File: config.mk
export PLATFORM = sky130hd
export DESIGN_NAME = vdp_super_res_writer_flat
export DESIGN_NICKNAME = d
export VERILOG_FILES = /design/src/rtl/vdp_super_res_writer_if.sv /design/src/rtl/vdp_super_res_writer.sv /design/src/flat_wrapper.sv
export SDC_FILE = /design/constraint.sdc
export NUM_CORES = 1
export LEC_CHECK = 0
export ABC_AREA = 1
export BUFFER_PORTS_ARGS = -buffer_cell sky130_fd_sc_hd__buf_2
export CAP_MARGIN = 20
export CORE_ASPECT_RATIO = 1.5
export CORE_MARGIN = 2
export CORE_UTILIZATION = 40
export DETAILED_ROUTE_END_ITERATION = 10
export HOLD_SLACK_MARGIN = 0.06
export PLACE_DENSITY_LB_ADDON = 0.2
export REMOVE_ABC_BUFFERS = 1
export SLEW_MARGIN = 20
export SYNTH_ARGS = -nofsm -noshare
export SYNTH_HDL_FRONTEND = slang
export SYNTH_SLANG_ARGS = --single-unit
File: constraint.sdc
create_clock -name clk -period 3.3 [get_ports clk]
set_input_delay 0.165 -clock clk [delete_from_list [all_inputs] [get_ports clk]]
set_output_delay 0.165 -clock clk [all_outputs]
set_load 0.005 [all_outputs]
File: src/rtl/vdp_super_res_writer_if.sv
// Bundle of the CPU port inputs and VRAM write-request outputs of the super-res writer.
// The master modport is the driver/VRAM side; the slave modport is the writer itself.
interface vdp_super_res_writer_if;
   logic        vdp_super;
   logic        super_res_drawing;
   logic        cpu_wr;
   logic [1:0]  cpu_port;
   logic [7:0]  cpu_data;
   logic        vram_ack;
   logic [16:0] writer_vram_addr;
   logic [31:0] writer_vram_wdata;
   logic [3:0]  writer_vram_be;
   logic        writer_vram_wr;
   logic        writer_busy;
   logic        writer_overflow;

   modport master (
      output vdp_super, super_res_drawing, cpu_wr, cpu_port, cpu_data, vram_ack,
      input  writer_vram_addr, writer_vram_wdata, writer_vram_be, writer_vram_wr,
             writer_busy, writer_overflow
   );

   modport slave (
      input  vdp_super, super_res_drawing, cpu_wr, cpu_port, cpu_data, vram_ack,
      output writer_vram_addr, writer_vram_wdata, writer_vram_be, writer_vram_wr,
             writer_busy, writer_overflow
   );
endinterface

File: src/rtl/vdp_super_res_writer.sv
// CPU-port byte writer into 32-bit VRAM for super-res mode: 4-entry byte FIFO feeding a
// single-outstanding VRAM write request. Define SUPER_RES_WRITE_COALESCE_EN to merge bytes.
module vdp_super_res_writer (
   input  logic                         clk,
   input  logic                         reset,
   vdp_super_res_writer_if.slave        bus
);
   typedef enum logic {IDLE, WAIT_ACK} state_t;
   localparam int DEPTH = 4;

   logic [18:0] fifo_addr_q [DEPTH];
   logic [7:0]  fifo_data_q [DEPTH];
   logic [1:0]  rd_ptr_q, wr_ptr_q;
   logic [2:0]  count_q, count_d;
   logic [18:0] wr_addr_q;
   state_t      state_q, state_d;
   logic [16:0] vaddr_q;
   logic [31:0] wdata_q;
   logic [3:0]  be_q;
   logic        wr_q, busy_q, busy_d, ovf_q;

   logic        active, full, push, issue, ovf_set, addr_wr;
   logic [18:0] head_addr;
   logic [7:0]  head_data;
   logic [3:0]  issue_be;
   logic [31:0] issue_wdata;
   logic [2:0]  issue_n;

   assign active    = !reset && bus.vdp_super;
   assign full      = (count_q == 3'(DEPTH));
   assign push      = active && bus.cpu_wr && (bus.cpu_port == 2'd0) && !full;
   assign ovf_set   = bus.cpu_wr && (bus.cpu_port == 2'd0) && full;
   assign addr_wr   = bus.cpu_wr && (bus.cpu_port != 2'd0);
   assign issue     = (state_q == IDLE) && (count_q != 3'd0) && !bus.super_res_drawing;
   assign head_addr = fifo_addr_q[rd_ptr_q];
   assign head_data = fifo_data_q[rd_ptr_q];

`ifdef SUPER_RES_WRITE_COALESCE_EN
   logic [18:0] peek_addr [1:DEPTH-1];
   logic [7:0]  peek_data [1:DEPTH-1];
   logic        merge_ok;

   generate
      for (genvar gi = 1; gi < DEPTH; gi++) begin : g_peek
         assign peek_addr[gi] = fifo_addr_q[rd_ptr_q + 2'(gi)];
         assign peek_data[gi] = fifo_data_q[rd_ptr_q + 2'(gi)];
      end
   endgenerate
`endif

   // Build the request from the head entry; merging stops at the first non-mergeable entry.
   always_comb begin
      issue_be    = 4'b0001 << head_addr[1:0];
      issue_wdata = {4{head_data}};
      issue_n     = 3'd1;
`ifdef SUPER_RES_WRITE_COALESCE_EN
      merge_ok = 1'b1;
      for (int k = 1; k < DEPTH; k++) begin
         if (merge_ok && (3'(k) < count_q) &&
             (peek_addr[k][18:2] == head_addr[18:2]) && !issue_be[peek_addr[k][1:0]]) begin
            issue_be[peek_addr[k][1:0]]             = 1'b1;
            issue_wdata[8*peek_addr[k][1:0] +: 8] = peek_data[k];
            issue_n                                 = issue_n + 3'd1;
         end else begin
            merge_ok = 1'b0;
         end
      end
`endif
   end

   always_comb begin
      state_d = state_q;
      case (state_q)
         IDLE:     if (issue) state_d = WAIT_ACK;
         WAIT_ACK: if (bus.vram_ack) state_d = IDLE;
         default:  state_d = IDLE;
      endcase
      count_d = count_q + {2'b00, push} - (issue ? issue_n : 3'd0);
      busy_d  = (count_d != 3'd0) || (state_d == WAIT_ACK);
   end

   // Storage carries no reset; emptiness is tracked purely by the pointers and count.
   always_ff @(posedge clk) begin
      if (push) begin
         fifo_addr_q[wr_ptr_q] <= wr_addr_q;
         fifo_data_q[wr_ptr_q] <= bus.cpu_data;
      end
   end

   always_ff @(posedge clk) begin
      if (!active) begin
         state_q   <= IDLE;
         rd_ptr_q  <= 2'd0;
         wr_ptr_q  <= 2'd0;
         count_q   <= 3'd0;
         wr_addr_q <= 19'd0;
         vaddr_q   <= 17'd0;
         wdata_q   <= 32'd0;
         be_q      <= 4'd0;
         wr_q      <= 1'b0;
         busy_q    <= 1'b0;
         ovf_q     <= 1'b0;
      end else begin
         state_q <= state_d;
         count_q <= count_d;
         busy_q  <= busy_d;
         if (push) begin
            wr_ptr_q  <= wr_ptr_q + 2'd1;
            wr_addr_q <= wr_addr_q + 19'd1;
         end else if (addr_wr) begin
            case (bus.cpu_port)
               2'd1:    wr_addr_q[7:0]   <= bus.cpu_data;
               2'd2:    wr_addr_q[15:8]  <= bus.cpu_data;
               default: wr_addr_q[18:16] <= bus.cpu_data[2:0];
            endcase
         end
         if (ovf_set) begin
            ovf_q <= 1'b1;
         end else if (addr_wr) begin
            ovf_q <= 1'b0;
         end
         if (issue) begin
            rd_ptr_q <= rd_ptr_q + issue_n[1:0];
            vaddr_q  <= head_addr[18:2];
            be_q     <= issue_be;
            wdata_q  <= issue_wdata;
            wr_q     <= 1'b1;
         end else if ((state_q == WAIT_ACK) && bus.vram_ack) begin
            wr_q <= 1'b0;
         end
      end
   end

   assign bus.writer_vram_addr  = vaddr_q;
   assign bus.writer_vram_wdata = wdata_q;
   assign bus.writer_vram_be    = be_q;
   assign bus.writer_vram_wr    = wr_q;
   assign bus.writer_busy       = busy_q;
   assign bus.writer_overflow   = ovf_q;
endmodule

File: src/flat_wrapper.sv
// flat-port wrapper written by rule: the top's interface ports become plain ports
module vdp_super_res_writer_flat 
  (clk, reset, bus_vdp_super, bus_super_res_drawing, bus_cpu_wr, bus_cpu_port, bus_cpu_data, bus_vram_ack, bus_writer_vram_addr, bus_writer_vram_wdata, bus_writer_vram_be, bus_writer_vram_wr, bus_writer_busy, bus_writer_overflow);
  vdp_super_res_writer_if bus_i ();
  input  logic clk;
  input  logic reset;
  input wire logic [$bits(bus_i.vdp_super)-1:0] bus_vdp_super;
  input wire logic [$bits(bus_i.super_res_drawing)-1:0] bus_super_res_drawing;
  input wire logic [$bits(bus_i.cpu_wr)-1:0] bus_cpu_wr;
  input wire logic [$bits(bus_i.cpu_port)-1:0] bus_cpu_port;
  input wire logic [$bits(bus_i.cpu_data)-1:0] bus_cpu_data;
  input wire logic [$bits(bus_i.vram_ack)-1:0] bus_vram_ack;
  output wire logic [$bits(bus_i.writer_vram_addr)-1:0] bus_writer_vram_addr;
  output wire logic [$bits(bus_i.writer_vram_wdata)-1:0] bus_writer_vram_wdata;
  output wire logic [$bits(bus_i.writer_vram_be)-1:0] bus_writer_vram_be;
  output wire logic [$bits(bus_i.writer_vram_wr)-1:0] bus_writer_vram_wr;
  output wire logic [$bits(bus_i.writer_busy)-1:0] bus_writer_busy;
  output wire logic [$bits(bus_i.writer_overflow)-1:0] bus_writer_overflow;
  assign bus_i.vdp_super = bus_vdp_super;
  assign bus_i.super_res_drawing = bus_super_res_drawing;
  assign bus_i.cpu_wr = bus_cpu_wr;
  assign bus_i.cpu_port = bus_cpu_port;
  assign bus_i.cpu_data = bus_cpu_data;
  assign bus_i.vram_ack = bus_vram_ack;
  assign bus_writer_vram_addr = bus_i.writer_vram_addr;
  assign bus_writer_vram_wdata = bus_i.writer_vram_wdata;
  assign bus_writer_vram_be = bus_i.writer_vram_be;
  assign bus_writer_vram_wr = bus_i.writer_vram_wr;
  assign bus_writer_busy = bus_i.writer_busy;
  assign bus_writer_overflow = bus_i.writer_overflow;
  vdp_super_res_writer u_core (.clk(clk), .reset(reset), .bus(bus_i));
endmodule
### Word-level counts from Yosys, hierarchy flattened

Memories as Yosys holds them, arrays and structs flattened. A register that Yosys moved wholly into a read port is not among the register bits.
Index checks and enable logic that the tools add are counted.

| word-level totals | value |
|---|---|
| bits in registers | 83 |
| latch bits | 0 |
| memory bits (writable) | 108 |
| ROM bits | 0 |
| bits of input ports | 16 |
| word-level logic and storage cells | 72 |
| memories kept | 2 |

| cells by class | value |
|---|---|
| $add $sub $neg | 5 |
| multiply operators | 0 |
| divide/modulo/power cells | 0 |
| order comparisons | 0 |
| equality and inequality tests | 4 |
| shift-type cells | 1 |
| muxes and demuxes | 19 |
| bitwise logic cells | 1 |
| reduce and logical (&&, ||, !) cells | 27 |

Memory list:

| name | depth | bits a word | read ports | clocked after memory_dff | write ports | RTL line | RTL |
|---|---|---|---|---|---|---|---|
| u_core.fifo_addr_q | 4 | 19 | 1 | 1 | 1 | vdp_super_res_writer.sv:11 | `logic [18:0] fifo_addr_q [DEPTH];` |
| u_core.fifo_data_q | 4 | 8 | 1 | 1 | 1 | vdp_super_res_writer.sv:12 | `logic [7:0] fifo_data_q [DEPTH];` |

Operator list:

| cell | number |
|---|---|
| 19-bit 2-to-1 mux | 2 |
| 19-bit by 1-bit adder with 19-bit output (second input constant) | 1 |
| 8-bit 2-to-1 mux | 2 |
| 2-bit nonzero test | 6 |
| 1-bit logical AND | 10 |
| 1-bit 2-to-1 mux | 9 |
| 2-bit 2-to-1 mux | 4 |
| 2-bit AND reduction | 3 |
| 3-bit nonzero test | 2 |
| 2-bit by 1-bit adder with 2-bit output (second input constant) | 2 |
| 1-bit by 2-bit << shifter with 4-bit output (first input constant) | 1 |
| 3-bit by 1-bit adder with 3-bit output | 1 |
| 3-bit == test (second input constant) | 1 |
| 1-bit zero test | 3 |
| 3-bit 2-to-1 mux | 1 |
| 3-bit subtractor | 1 |
| 2-bit by 1-bit == test with 1-bit output (second input constant) | 1 |
| 2-bit == test (second input constant) | 1 |
| 2-bit zero test | 1 |
| 2-bit by 1-bit != test with 1-bit output (second input constant) | 1 |
| 1-bit one-hot mux with 2 select lines | 1 |
| 2-bit OR reduction | 1 |
| 1-bit logical OR | 1 |
| 1-bit NOT | 1 |

### Longest topological paths before layout

| depth | value |
|---|---|
| word-level depth | 9 |
| depth in mapped cells | 12 |

### Least setup slack after synthesis

No wires, ideal clock.

| path | value |
|---|---|
| path type | input-to-reg |
| start point | in bus_cpu_port[0] |
| end point | mem u_core.fifo_addr_q[0][0], enable pin |
| setup time | 0.411 ns |
| data arrival time | 2.075 ns |
| slack | 0.814 ns |
| stages on the path | 8 |
| buffers on the path | 2 |
| cells stage by stage | inv_1 ha_1 nand2_1 nor2_1 nand2_1 buf_6 buf_2 nor2_1 |

| on the way | value |
|---|---|
| word-level cells in the longest chain between the ends | 5 |

Ends and longest elaborated chain:

| what | RTL line | RTL |
|---|---|---|
| start: declaration | flat_wrapper.sv:10 | `input wire logic [$bits(bus_i.cpu_port)-1:0] bus_cpu_port;` |
| 2-bit zero test | vdp_super_res_writer.sv:31 | `assign push = active && bus.cpu_wr && (bus.cpu_port == 2'd0) && !full;` |
| 1-bit logical AND (2 in series) | vdp_super_res_writer.sv:31 |  |
| 1-bit 2-to-1 mux | vdp_super_res_writer.sv:84 | `if (push) begin` |
| 1-bit 2-to-1 mux (not written as such) | vdp_super_res_writer.sv:85 | `fifo_addr_q[wr_ptr_q] <= wr_addr_q;` |
| end: declaration | vdp_super_res_writer.sv:11 |  |

Every way passes these cells.

### Worst setup path after layout

| path | value |
|---|---|
| start point | reg u_core.count_q[2] |
| end point | reg u_core.busy_q, in the netlist u_core.bus.writer_busy |

| on the way | value |
|---|---|
| word-level cells in the longest chain between the ends | 7 |
| elaborated cells on any way between the ends | 13 |
| those cells by class | add/sub: 2; eq/ne: 1; mux: 3; reduce/logical: 7 |

Ends and longest elaborated chain:

| what | RTL line | RTL |
|---|---|---|
| start: declaration | vdp_super_res_writer.sv:14 | `logic [2:0] count_q, count_d;` |
| start signal: assignment | vdp_super_res_writer.sv:105 | `count_q <= count_d;` |
| 3-bit == test / 3-bit nonzero test (equally long branches) | vdp_super_res_writer.sv:30, vdp_super_res_writer.sv:34 |  |
| 1-bit zero test / 1-bit logical AND (equally long branches) | vdp_super_res_writer.sv:31, vdp_super_res_writer.sv:34 |  |
| 1-bit logical AND, on equally long branches | vdp_super_res_writer.sv:31, vdp_super_res_writer.sv:34 |  |
| 3-bit by 1-bit adder with 3-bit output / 1-bit 2-to-1 mux (equally long branches) | vdp_super_res_writer.sv:78 | `count_d = count_q + {2'b00, push} - (issue ? issue_n : 3'd0);` |
| 3-bit subtractor (*) | vdp_super_res_writer.sv:78 |  |
| named net u_core.count_d[1] | vdp_super_res_writer.sv:14 |  |
| 3-bit nonzero test (*) | vdp_super_res_writer.sv:79 | `busy_d = (count_d != 3'd0) \|\| (state_d == WAIT_ACK);` |
| 1-bit logical OR (*) | vdp_super_res_writer.sv:79 |  |
| end signal: assignment | vdp_super_res_writer.sv:106 | `busy_q <= busy_d;` |
| end: declaration | vdp_super_res_writer.sv:20 | `logic wr_q, busy_q, busy_d, ovf_q;` |

The timed path passes the listed nets; every way through them passes the cells marked *.
A chain may end at the register's enable or synchronous reset.

==> run summary <==
Max clock buf depth: 2
synthesized flop and latch total: 169
outcome: finished with violations
Detail Route Antenna Nets: 0
worst-path maximum fanout: 4
failing checks: design-rule violations
slew margin rel.: 39.1%
Worst R2R Setup Slack: 1080 ps
die area: 0.0190 mm^2
fin cells: 1013
Net Switching: 0.912 mW
synth unique cells: 32
sequential area share after synthesis: 62.5%
Yosys top cell area share: 45.4%
worst r2r src: u_core.count_q[2]
root buf cell: clkbuf_16
first-pass GRT wire length: 26400 um
pre-CTS setup slack: 966 ps
EDFF count, synth: 108
DR WL/cell: 16.2 um
layout cells sized above 1: 15.5%
DRC errors left: 3
GRT Total Usage: 17.9%
TritonCTS clock tree: done
vias in the first global route: 5104
ratio of final minimum period to clock period: 67.3%
Hold Crit Class: in2reg
row cnt: 59
final core utilization: 46.9%
cell with the most instances after synthesis: nor2_1
ranking of synthesized cells by area: edfxtp_1 (45%), dfxtp_1 (17%), nor2_1 (7.9%)
Syn Std Cell Area: 0.00714 mm^2
Die Wd: 113 um
Final min period: 2220 ps
clock latency on the worst-skew pair: 420 ps
Power Dens Cells: 513 mW/mm^2
H-tree levels: 4
maxcap violations: 0
Yosys warning total: 0
Worst Setup SP: u_core.count_q[2]
placed insts: 972
Initial Util: 41.0%
final hold violations: 0
cell-internal power: 3.28 mW
initial antenna violation count: 0
Max IR drop VDD: 267 uV
CTS Buf Count: 17
I/O Pins: 72
Area growth syn-to-layout: 14.5%
core area: 0.0174 mm^2
grt ovf: 0
Nets: 814
Commonest cells post-synth: nor2_1 (151), edfxtp_1 (108), o21ai_0 (101), nand2_1 (82), dfxtp_1 (61)
Clk pwr share: 43.1%
first-pass iteration count of the detailed router: 7
CTS sink cnt: 169
setup TNS: 0 ps
worst-margin pin slew: 912 ps
Worst Skew: 10.1 ps
DR vias: 5196
synthesized instance count: 730
WP data required: 3600 ps
Synth async-reset ratio: 0%
diode count: 0
CTS clk-pin slew, worst paths: 70 ps
Port Buffers: 71
RSZ-0062 raised after global routing: false
Crit path arrival time: 2520 ps
setup violators final: 0
1st-iter DRT viols: 322
most used flip-flop cell after synthesis: edfxtp_1
Logic pwr share: 2.9%
biggest area consumer among synthesized cells: edfxtp_1
Slew Limit Fails: 0
synthesized area per cell: 9.78 um^2
RePlAce Congestion: 0.861
pin count of the biggest net entering global routing: 56
Hold Path Origin: bus_cpu_wr
WS Path Type: reg2reg
Worst setup SP type: flip-flop
Vias/cell: 5.13
Sw Share: 21.7%
post-route setup slack: 1080 ps
Static Leakage: 3.27 nW
Reg power frac: 54.0%
dpl hpwl: 10500 um
FMAX: 0.451 GHz
final wirelength: 16400 um
CP endpoint kind: flip-flop
DIE HEIGHT: 168 um
post-CTS sizing: 0
metal layers:
layer	track usage, %	vias to the layer above	part of all wire (%)
met5	0	-	0
met2	31.6	123	52
li1	-	2560	-
met4	6.42	0	1.6
met1	21.5	2497	43
met3	3.33	16	3.8
worst max-delay path, cell delays in order (launching register included):
cell and delay, ps:
dfxtp_1 340, nor3_1 410, nor3_4 70, ha_1 290, inv_1 40, ha_1 190, fa_1 480, nor3_1 190
a21oi_1 90
sequential cells by signal, summed over array words and instances, names as in the netlist, named ones only:
register and flops:
u_core.fifo_addr_q 76, u_core.fifo_data_q 32, u_core.wr_addr_q 19, u_core.bus.writer_vram_addr 17
u_core.bus.writer_vram_wdata 8, u_core.bus.writer_vram_be 4, u_core.count_q 3, u_core.rd_ptr_q 2
u_core.wr_ptr_q 2, u_core.bus.writer_busy 1, u_core.bus.writer_overflow 1, u_core.bus.writer_vram_wr 1
u_core.state_q 1
final timing paths:
check | endpoint | cells past startpoint
worst min register to register | u_core.bus.writer_vram_be[0] | 2
worst max register to register | u_core.bus.writer_busy | 8
worst max-delay path | u_core.bus.writer_busy | 8
worst min-delay path | u_core.bus.writer_overflow | 4
power by group through the flow:
stage / logic (mW) / clock network (mW) / registers (mW)
2_1_floorplan: 0.0582 / 0 / 2.31
3_3_place_gp: 0.112 / 0 / 2.31
3_5_place_dp: 0.116 / 0 / 2.31
4_1_cts: 0.124 / 1.84 / 2.26
5_1_grt: 0.137 / 1.93 / 2.26
6_report: 0.122 / 1.81 / 2.26
layout by cell type (no fill, tap or decap), types with 2 or more instances in the layout:
cell type	netlist	layout
dfxtp_1	61	61
a31oi_1	2	2
clkinv_2	0	2
clkinvlp_4	0	4
a21oi_1	26	26
nand3_1	31	31
edfxtp_1	108	108
xnor2_1	2	2
clkbuf_16	0	17
o21ai_1	2	2
inv_2	2	2
o22ai_1	25	25
buf_2	10	71
inv_1	54	54
nor2_2	0	4
o21ai_0	101	101
o21bai_1	4	4
ha_1	10	10
inv_6	0	3
clkbuf_1	17	2
buf_4	26	14
nor3_1	2	2
dlygate4sd3_1	0	9
clkinv_4	0	3
nand2_1	82	82
nor2_1	151	147
repair_timing:
item	CTS	global route
hold buffers	9	0
hold endpoints to repair	33	0
setup buffers	0	0
stage by stage:
| step | total power [mW] | cell area (um^2) | hold WS, ps |
|---|---|---|---|
| 2_1_floorplan | 2.36 | 6800 | 264 |
| 3_3_place_gp | 2.42 | 7550 | 429 |
| 3_5_place_dp | 2.42 | 7550 | 429 |
| 4_1_cts | 4.23 | 8180 | 145 |
| 5_1_grt | 4.33 | 8180 | 184 |
| 6_report | 4.19 | 8180 | 146 |
logic make-up (layout without fill, tap and decap cells):
kind of cell	after synthesis	in the layout	synth area share, %
AND/OR/NAND/NOR	271	271	15.1
flip-flops	169	169	62.5
AO/OA/AOI/OAI	164	164	12.3
buffers and inverters	112	182	7.64
adder cells (fa/ha/maj)	11	11	2.03
XOR/XNOR	3	3	0.368
cell type report:
class | instances | area, um^2
clock buffer | 20 | 447
clock inverter | 12 | 92.6
fill | 1656 | 9250
inverter | 56 | 210
multi-input combinational | 449 | 2150
sequential | 169 | 4460
tap | 213 | 267
timing repair buffer | 94 | 551
Power figures use the tool's default switching activity.
